<file path="config.mk">
export PLATFORM = sky130hd
export DESIGN_NAME = pid_core_param
export DESIGN_NICKNAME = d
export VERILOG_FILES = /design/src/rtl/pid_core_param.sv
export SDC_FILE = /design/constraint.sdc
export NUM_CORES = 1
export LEC_CHECK = 0
export CAP_MARGIN = 15
export CORE_UTILIZATION = 55
export CTS_CLUSTER_DIAMETER = 40
export DETAILED_ROUTE_END_ITERATION = 8
export PLACE_DENSITY = 0.78
export SYNTH_ARGS = -nofsm -noshare
export SYNTH_HDL_FRONTEND = slang
export SYNTH_SLANG_ARGS = --single-unit
export TNS_END_PERCENT = 10
</file>
<file path="constraint.sdc">
create_clock -name clk -period 9.4 [get_ports clk]
set_input_delay 1.41 -clock clk [delete_from_list [all_inputs] [get_ports clk]]
set_output_delay 1.41 -clock clk [all_outputs]
set_load 0.05 [all_outputs]
</file>
<file path="src/rtl/pid_core_param.sv">
// Parametrised P/I/D controller with one time-shared multiplier.
// Optional output slew limiting: define PID_SLEW_LIMIT_EN.
module pid_core_param #(
  parameter int W        = 8,
  parameter int GW       = 8,
  parameter int FRAC     = 4,
  parameter int ACC_W    = 24,
  parameter int INT_LIM  = 32767,
  parameter int SLEW_MAX = 16
) (
  input  logic          clk,
  input  logic          rst_n,
  input  logic          clear,
  input  logic          sample_valid,
  output logic          sample_ready,
  input  logic [W-1:0]  setpoint,
  input  logic [W-1:0]  feedback,
  input  logic [GW-1:0] kp,
  input  logic [GW-1:0] ki,
  input  logic [GW-1:0] kd,
  output logic          out_valid,
  output logic [W-1:0]  control_out,
  output logic          saturated
);

`ifdef PID_SLEW_LIMIT_EN
  localparam bit SLEW_EN = 1'b1;
`else
  localparam bit SLEW_EN = 1'b0;
`endif

  localparam logic signed [ACC_W:0]   LIM  = (ACC_W+1)'(INT_LIM);
  localparam logic signed [ACC_W+1:0] OMAX = (ACC_W+2)'((1 << W) - 1);
  localparam logic signed [W+1:0]     SL   = (W+2)'(SLEW_MAX);

  typedef enum logic [2:0] {
    IDLE, ERR, MUL_P, MUL_I, MUL_D, SUM
  } state_t;

  state_t state, state_nx;

  logic [W-1:0]  sp_q, fb_q;
  logic [GW-1:0] kp_q, ki_q, kd_q;
  logic signed [W:0]   err_q, perr_q, err_c;
  logic signed [W+1:0] der_q, der_c;
  logic signed [ACC_W-1:0] p_q, i_q, d_q;
  logic signed [ACC_W-1:0] mul_g, mul_x, prod;
  logic signed [ACC_W:0]   isum;
  logic signed [ACC_W-1:0] i_c;
  logic signed [ACC_W+1:0] tot, sh;
  logic [W-1:0] rng, out_c;
  logic rsat, sat_c;
  logic signed [W+1:0] cur, tgt, hi, lo;
  logic accept;

  assign sample_ready = (state == IDLE);
  assign accept = sample_valid && sample_ready;

  always_comb begin
    state_nx = state;
    if (clear) begin
      state_nx = IDLE;
    end else begin
      unique case (state)
        IDLE:    if (sample_valid) state_nx = ERR;
        ERR:     state_nx = MUL_P;
        MUL_P:   state_nx = MUL_I;
        MUL_I:   state_nx = MUL_D;
        MUL_D:   state_nx = SUM;
        SUM:     state_nx = IDLE;
        default: state_nx = IDLE;
      endcase
    end
  end

  always_ff @(posedge clk or negedge rst_n) begin
    if (!rst_n) state <= IDLE;
    else        state <= state_nx;
  end

  assign err_c = $signed({1'b0, sp_q}) - $signed({1'b0, fb_q});
  assign der_c = {err_c[W], err_c} - {perr_q[W], perr_q};

  // Gains are unsigned: zero-extend them; error terms sign-extend.
  always_comb begin
    mul_g = '0;
    mul_x = '0;
    unique case (state)
      MUL_P: begin
        mul_g = $signed({{(ACC_W-GW){1'b0}}, kp_q});
        mul_x = {{(ACC_W-W-1){err_q[W]}}, err_q};
      end
      MUL_I: begin
        mul_g = $signed({{(ACC_W-GW){1'b0}}, ki_q});
        mul_x = {{(ACC_W-W-1){err_q[W]}}, err_q};
      end
      MUL_D: begin
        mul_g = $signed({{(ACC_W-GW){1'b0}}, kd_q});
        mul_x = {{(ACC_W-W-2){der_q[W+1]}}, der_q};
      end
      default: ;
    endcase
  end

  assign prod = mul_g * mul_x;
  assign isum = {i_q[ACC_W-1], i_q} + {prod[ACC_W-1], prod};

  always_comb begin
    i_c = isum[ACC_W-1:0];
    if (isum > LIM)       i_c = LIM[ACC_W-1:0];
    else if (isum < -LIM) i_c = (-LIM);
  end

  assign tot = {{2{p_q[ACC_W-1]}}, p_q}
             + {{2{i_q[ACC_W-1]}}, i_q}
             + {{2{d_q[ACC_W-1]}}, d_q};
  assign sh = tot >>> FRAC;

  always_comb begin
    rng  = sh[W-1:0];
    rsat = 1'b0;
    if (sh[ACC_W+1]) begin
      rng  = '0;
      rsat = 1'b1;
    end else if (sh > OMAX) begin
      rng  = '1;
      rsat = 1'b1;
    end
  end

  always_comb begin
    out_c = rng;
    sat_c = rsat;
    cur   = $signed({2'b00, control_out});
    tgt   = $signed({2'b00, rng});
    hi    = cur + SL;
    lo    = cur - SL;
    if (SLEW_EN && tgt > hi) begin
      out_c = hi[W-1:0];
      sat_c = 1'b1;
    end else if (SLEW_EN && tgt < lo) begin
      out_c = lo[W-1:0];
      sat_c = 1'b1;
    end
  end

  always_ff @(posedge clk or negedge rst_n) begin
    if (!rst_n) begin
      sp_q <= '0; fb_q <= '0;
      kp_q <= '0; ki_q <= '0; kd_q <= '0;
      err_q <= '0; perr_q <= '0; der_q <= '0;
      p_q <= '0; i_q <= '0; d_q <= '0;
      control_out <= '0;
      saturated <= 1'b0;
      out_valid <= 1'b0;
    end else begin
      out_valid <= 1'b0;
      if (clear) begin
        i_q    <= '0;
        perr_q <= '0;
      end else begin
        unique case (state)
          IDLE: if (accept) begin
            sp_q <= setpoint; fb_q <= feedback;
            kp_q <= kp; ki_q <= ki; kd_q <= kd;
          end
          ERR: begin
            err_q <= err_c;
            der_q <= der_c;
          end
          MUL_P: p_q <= prod;
          MUL_I: i_q <= i_c;
          MUL_D: d_q <= prod;
          SUM: begin
            control_out <= out_c;
            saturated   <= sat_c;
            out_valid   <= 1'b1;
            perr_q      <= err_q;
          end
          default: ;
        endcase
      end
    end
  end

endmodule

</file>
==> results.sh, run 1 <==
export IMPL_swShare=0.381
export IMPL_cts_sinks=153
export IMPL_netlist_area_mm2=0.0130
export IMPL_power_density_mw_per_mm2=178
export IMPL_switchingPower_uw=981
export IMPL_hold_violations=0
export IMPL_globalRoute_totalOverflow=0
export IMPL_cp_start_kind="flip-flop"
export IMPL_cp_slowest_cell="dfrtp_1"
export IMPL_rsz0062_at_grt="false"
export IMPL_cpMostUsedCell="a21oi_1"
export IMPL_worstPathRequired_ns=9.73
export IMPL_wl_um=29800
export IMPL_portBuffers=54
export IMPL_via_per_inst=5.73
export IMPL_clock_power_share=0.271
export IMPL_power_uw=2570
export IMPL_syn_area_per_cell_um2=9.25
export IMPL_power_leakage_uw=0.00725
export IMPL_fin_crit_ns=8.72
export IMPL_num_antenna_cells=0
export IMPL_finalCritPeriodShare=0.928
export IMPL_pwr_share_seq=0.342
export IMPL_dieArea_mm2=0.0243
export IMPL_grt_pass1_vias=10200
export IMPL_drive_gt1_frac=0.0878
export IMPL_fin_nets=1691
export IMPL_r2r_setup_slack_ns=0.68
export IMPL_vdd_drop_max_uv=171
export IMPL_yosys_warnings=0
export IMPL_cts_htree_levels=4
export IMPL_syn_nets=1651
export IMPL_synthToLayoutAreaGrowth_pct=11.4
export IMPL_cts_buffer_depth=2
export IMPL_timing_fmax_mhz=115
export IMPL_first_pass_iters=5
export IMPL_io_pins=55
export IMPL_gp_congestion=0.916
export IMPL_start_util=0.567
export IMPL_first_iter_violations=678
export IMPL_ant_nets=0
export IMPL_rows=55
export IMPL_clock_latency_ns=0.44
export IMPL_grtUsageTotal=0.259
export IMPL_p_int_uw=1590
export IMPL_synth_top_area_share=0.294
export IMPL_synthCells=1405
export IMPL_ys_seq_area_frac=0.294
export IMPL_report_final_slew_viol_count=0
export IMPL_grt_first_pass_wirelength_um=49500
export IMPL_synth_top_cell_by_area="dfrtp_1"
export IMPL_setup_violations=0
export IMPL_root_buffer="clkbuf_16"
export IMPL_dp_hpwl_um=23300
export IMPL_fp_dieW_um=156
export IMPL_vias=10100
export IMPL_drc=0
export IMPL_async_reset_ff_frac=1.00
export IMPL_crit_type="flip-flop to flip-flop"
export IMPL_drv_cap=0
export IMPL_synth_area_top_cells="dfrtp_1 (29%), fa_1 (14%), ha_1 (10%)"
export IMPL_antenna_found_initial=0
export IMPL_hp_class="flip-flop to flip-flop"
export IMPL_core_area_mm2=0.0229
export IMPL_wl_per_cell_um=16.9
export IMPL_synth_cell_type_count=70
export IMPL_cp_max_fo=14
export IMPL_cts_setup_buffers=0
export IMPL_synth_edf_count=0
export IMPL_synth_seq_cells=153
export IMPL_die_y_um=156
export IMPL_p_comb_frac=0.387
export IMPL_status="completed"
export IMPL_fin_tns_setup_ns=0
export IMPL_arrival_ns=9.05
export IMPL_clock_skew_ns=0.0118
export IMPL_grt_max_degree=82
export IMPL_end_kind="flip-flop"
export IMPL_clkTransAtPathRegs_ns=0.07
export IMPL_tritoncts="built"
export IMPL_worst_pin_slew_ns=1.05
export IMPL_synthFlopType="dfrtp_1"
export IMPL_cts_buffers=17
export IMPL_crit_buf_inv=4
export IMPL_relSlewSlack=0.299
export IMPL_cpPeakStageDelay_ns=0.53
export IMPL_holdWs_ns=0.486
export IMPL_crit_family="compound AO/OA/AOI/OAI gates"
cell usage in the layout, fill, tap and decap left out, types with 16 or more instances in the layout:
master and n:
ha_1 108, o21ai_0 78, a22o_1 16, nor2b_1 17, nor2_1 84, fa_1 94, inv_1 167, xnor2_1 30
clkbuf_16 17, mux2_2 50, a21oi_1 85, a21o_1 31, nand2_1 169, xor2_1 24, a22oi_1 18, dfrtp_1 153
clkdlybuf4s50_1 53, nand3_1 19, nor3_1 18
what timing repair did:
action	4_1_cts	5_1_grt
hold buffers	0	0
endpoints found under the setup margin	0	15
resized for setup	0	8
cell usage after synthesis (all sizes together), types with 4 or more instances:
cell	count
a211oi	13
a21boi	4
a21o	33
a21oi	87
a221oi	9
a22o	16
a22oi	18
a311oi	7
a31oi	7
and2	8
and3	9
buf	10
clkbuf	36
dfrtp	153
fa	94
ha	108
inv	167
mux2	50
mux2i	10
nand2	170
nand2b	9
nand3	21
nand4	8
nor2	85
nor2b	17
nor3	19
nor3b	10
nor4	4
o2111ai	4
o211ai	6
o21a	10
o21ai	83
o21bai	13
o22ai	4
o31ai	7
or2	10
or3	4
xnor2	30
xor2	24
through the flow:
stage,utilization,std cells,setup WS (ns),area [µm²]
final,0.632,1771,0.676,14500
after global routing,0.632,1771,0.000693,14500
after CTS,0.630,1769,0.218,14400
after detailed placement,0.604,1737,0.248,13800
after global placement,0.604,1737,0.483,13800
after floorplan,-,1405,1.12,13000
power groups by stage:
stage	combinational (µW)	sequential, µW	clock, µW
after floorplan	723	886	0
after CTS	991	879	708
after global placement	937	882	0
final	997	879	698
after detailed placement	975	891	0
after global routing	1120	895	731
worst reg2reg max path: cells and delay by family, from the launching register on:
family | cells | cell delay [ns]
compound gates | 15 | 3.80
fa+ha+maj | 7 | 2.55
simple gates | 5 | 1.09
flops | 1 | 0.53
buf+inv | 4 | 0.35
xor+xnor | 1 | 0.30
registers in the layout, summed over array words and instances (netlist names):
register and flops:
perr_q 9, control_out 8, kp_q 8, state 3
sp_q 8, err_q 9, i_q 24, fb_q 8
p_q 24, saturated 1, ki_q 8, kd_q 8
der_q 10, out_valid 1, d_q 24
cell type report:
class                   instances  area (µm²)
fillers                      1939        8430
multi-input cells            1039        8400
flip-flops and latches        153        3830
repair buffers                 67         647
inverters                     167         627
clock buffers                  18         439
well taps                     313         392
clock inverters                14         153
routing by layer:
layer	share of wire	global-route usage	up-vias
li1	-	-	4901
met1	0.43	0.319	4974
met2	0.51	0.461	236
met3	0.033	0.0347	37
met4	0.023	0.0948	0
met5	0	0	-
kinds of logic (layout without fill, tap and decap cells):
kind of cell | after synthesis | in the layout | share of synthesized area
AND/OR/NAND/NOR | 385 | 385 | 0.138
AO/OA/AOI/OAI | 338 | 338 | 0.169
buffers and inverters | 213 | 266 | 0.0625
adder cells (fa/ha/maj) | 202 | 202 | 0.249
flip-flops | 153 | 153 | 0.294
multiplexers | 60 | 60 | 0.0510
XOR/XNOR | 54 | 54 | 0.0364
worst paths after layout:
| kind | from | end | cells past startpoint |
|---|---|---|---|
| max | state[1] | i_q[10] | 32 |
| min | d_q[0] | d_q[0] | 2 |
| max reg2reg | state[1] | i_q[10] | 32 |
| min reg2reg | d_q[0] | d_q[0] | 2 |
| max in group asynchronous | rst_n | err_q[4] | 2 |
| min in group asynchronous | rst_n | saturated | 1 |
Note: power is estimated with default switching activity, not from simulation.
==> run 2, diff against run 1 <==
Settings changed: CORE_UTILIZATION 55 to 30, PLACE_DENSITY 0.78 to 0.5.
==> results.sh, run 2 (synthesis results as in run 1) <==
export IMPL_start_util=0.307
export IMPL_grt_first_pass_wirelength_um=52900
export IMPL_rows=75
export IMPL_grt_max_degree=87
export IMPL_wl_um=31800
export IMPL_worst_pin_slew_ns=0.968
export IMPL_core_area_mm2=0.0423
export IMPL_cp_max_fo=13
export IMPL_rr_worst_depth=30
export IMPL_min_to="der_q[3]"
export IMPL_r2r_setup_slack_ns=0.70
export IMPL_portBuffers=54
export IMPL_drv_cap=0
export IMPL_synthToLayoutAreaGrowth_pct=14.3
export IMPL_cts_buffer_depth=2
export IMPL_num_antenna_cells=0
export IMPL_clock_latency_ns=0.47
export IMPL_grtUsageTotal=0.152
export IMPL_ant_nets=0
export IMPL_first_iter_violations=516
export IMPL_cp_slowest_cell="a21oi_1"
export IMPL_via_per_inst=4.83
export IMPL_wl_per_cell_um=15.6
export IMPL_relSlewSlack=0.355
export IMPL_crit_buf_inv=5
export IMPL_power_leakage_uw=0.00727
export IMPL_report_final_slew_viol_count=0
export IMPL_dieArea_mm2=0.0442
export IMPL_fin_crit_ns=8.70
export IMPL_status="completed"
export IMPL_hold_violations=0
export IMPL_dp_hpwl_um=25300
export IMPL_power_density_mw_per_mm2=170
export IMPL_root_buffer="clkbuf_16"
export IMPL_r2r_end="i_q[5]"
export IMPL_timing_fmax_mhz=115
export IMPL_crit_type="flip-flop to flip-flop"
export IMPL_hp_class="flip-flop to flip-flop"
export IMPL_place_ws_ns=0.296
export IMPL_most_common_layout_cells="nand2_1 (169), inv_1 (167), dfrtp_1 (153)"
export IMPL_clock_skew_ns=0.0266
export IMPL_setup_slack_ns=0.699
export IMPL_vdd_drop_max_uv=149
export IMPL_cts_buffers=17
export IMPL_final_util=0.351
export IMPL_hp_start="der_q[3]"
export IMPL_gp_congestion=0.858
export IMPL_drc=0
export IMPL_drive_gt1_frac=0.0956
export IMPL_cts_htree_levels=4
export IMPL_crit_family="compound AO/OA/AOI/OAI gates"
export IMPL_tritoncts="built"
export IMPL_hold_buffers=0
export IMPL_cp_start_kind="flip-flop"
export IMPL_die_y_um=210
export IMPL_grt_pass1_vias=9929
export IMPL_largestRegisters="d_q: 24 flops, i_q: 24 flops, p_q: 24 flops"
export IMPL_first_pass_iters=5
export IMPL_antenna_found_initial=0
export IMPL_arrival_ns=9.06
export IMPL_fin_nets=1697
export IMPL_final_fill_count=4388
export IMPL_end_kind="flip-flop"
export IMPL_worstPathRequired_ns=9.76
export IMPL_cpPeakStageDelay_ns=0.61
export IMPL_hold_depth=2
export IMPL_layout_commonest_cell="nand2_1"
export IMPL_io_pins=55
export IMPL_setup_violations=0
export IMPL_timing_rr_start="state[2]"
export IMPL_finalCritPeriodShare=0.926
export IMPL_cts_sinks=153
export IMPL_clkTransAtPathRegs_ns=0.07
export IMPL_fp_dieW_um=210
export IMPL_vias=9863
export IMPL_globalRoute_totalOverflow=0
==> run 2: cell types whose count changed in the layout (fill, tap and decap cells not counted), sizes merged <==
| cell | before | now |
|---|---|---|
| clkinv | 4 | 5 |
| buf | 14 | 20 |
| clkinvlp | 1 | 3 |
| bufinv | 1 | 0 |
| inv | 175 | 173 |
==> run 2: worst max path at each step <==
stage,startpoint,end,depth (start not counted),slack (ns)
2_1_floorplan,state[1],i_q[0],35,1.12
3_5_place_dp,state[1],i_q[0],33,0.30
4_1_cts,state[1],i_q[0],33,0.27
6_report,state[2],i_q[5],30,0.70
5_1_grt,state[1],i_q[5],32,-0.004
3_3_place_gp,state[1],i_q[0],33,0.36
==> run 2: timing repair <==
item / CTS / global route
buffers inserted: 0 / 3
resized for setup: 0 / 18
endpoints found under the setup margin: 0 / 15
==> run 2: worst reg2reg max path: cells and delay by family, from the launching register on <==
| kind | cells | cell delay, ns |
|---|---|---|
| AND/OR/NAND/NOR | 8 | 1.84 |
| adder cells (fa/ha/maj) | 6 | 2.62 |
| AO/OA/AOI/OAI | 10 | 2.75 |
| flip-flops | 1 | 0.49 |
| XOR/XNOR | 1 | 0.35 |
| buffers and inverters | 5 | 0.52 |
==> run 2: power by group <==
| group | total, µW | internal (µW) | switching (µW) |
|---|---|---|---|
| clock network | 660 | 343 | 317 |
| registers | 879 | 783 | 95.4 |
| logic | 985 | 432 | 553 |
==> run 2: layout make-up <==
type / instances / area, µm² / share of cell area
Clock inverter: 14 / 114 / 0.00766
Multi-Input combinational cell: 1039 / 8460 / 0.569
Inverter: 167 / 627 / 0.0422
Timing Repair Buffer: 73 / 688 / 0.0463
Tap cell: 577 / 722 / 0.0486
Sequential cell: 153 / 3830 / 0.258
Clock buffer: 18 / 429 / 0.0289
==> run 2: metal layers <==
| metal | GRT usage | wire, µm | vias up |
|---|---|---|---|
| met1 | 0.204 | 15300 | 4764 |
| met5 | 0 | 0 | - |
| met3 | 0.0250 | 973 | 24 |
| li1 | - | - | 4912 |
| met4 | 0.0398 | 437 | 0 |
| met2 | 0.252 | 15100 | 163 |
==> run 2: per-stage QoR <==
step           std cells  setup TNS [ns]  power [µW]  hold slack (ns)  instance area (µm²)
6_report            2041               0        2520            0.482                14900
5_1_grt             2041        -0.00403        2730            0.514                14900
4_1_cts             2037               0        2540            0.489                14800
3_3_place_gp        2004               0        1850            0.461                14200
3_5_place_dp        2005               0        1870            0.475                14200
2_1_floorplan       1405               0        1610            0.449                13000
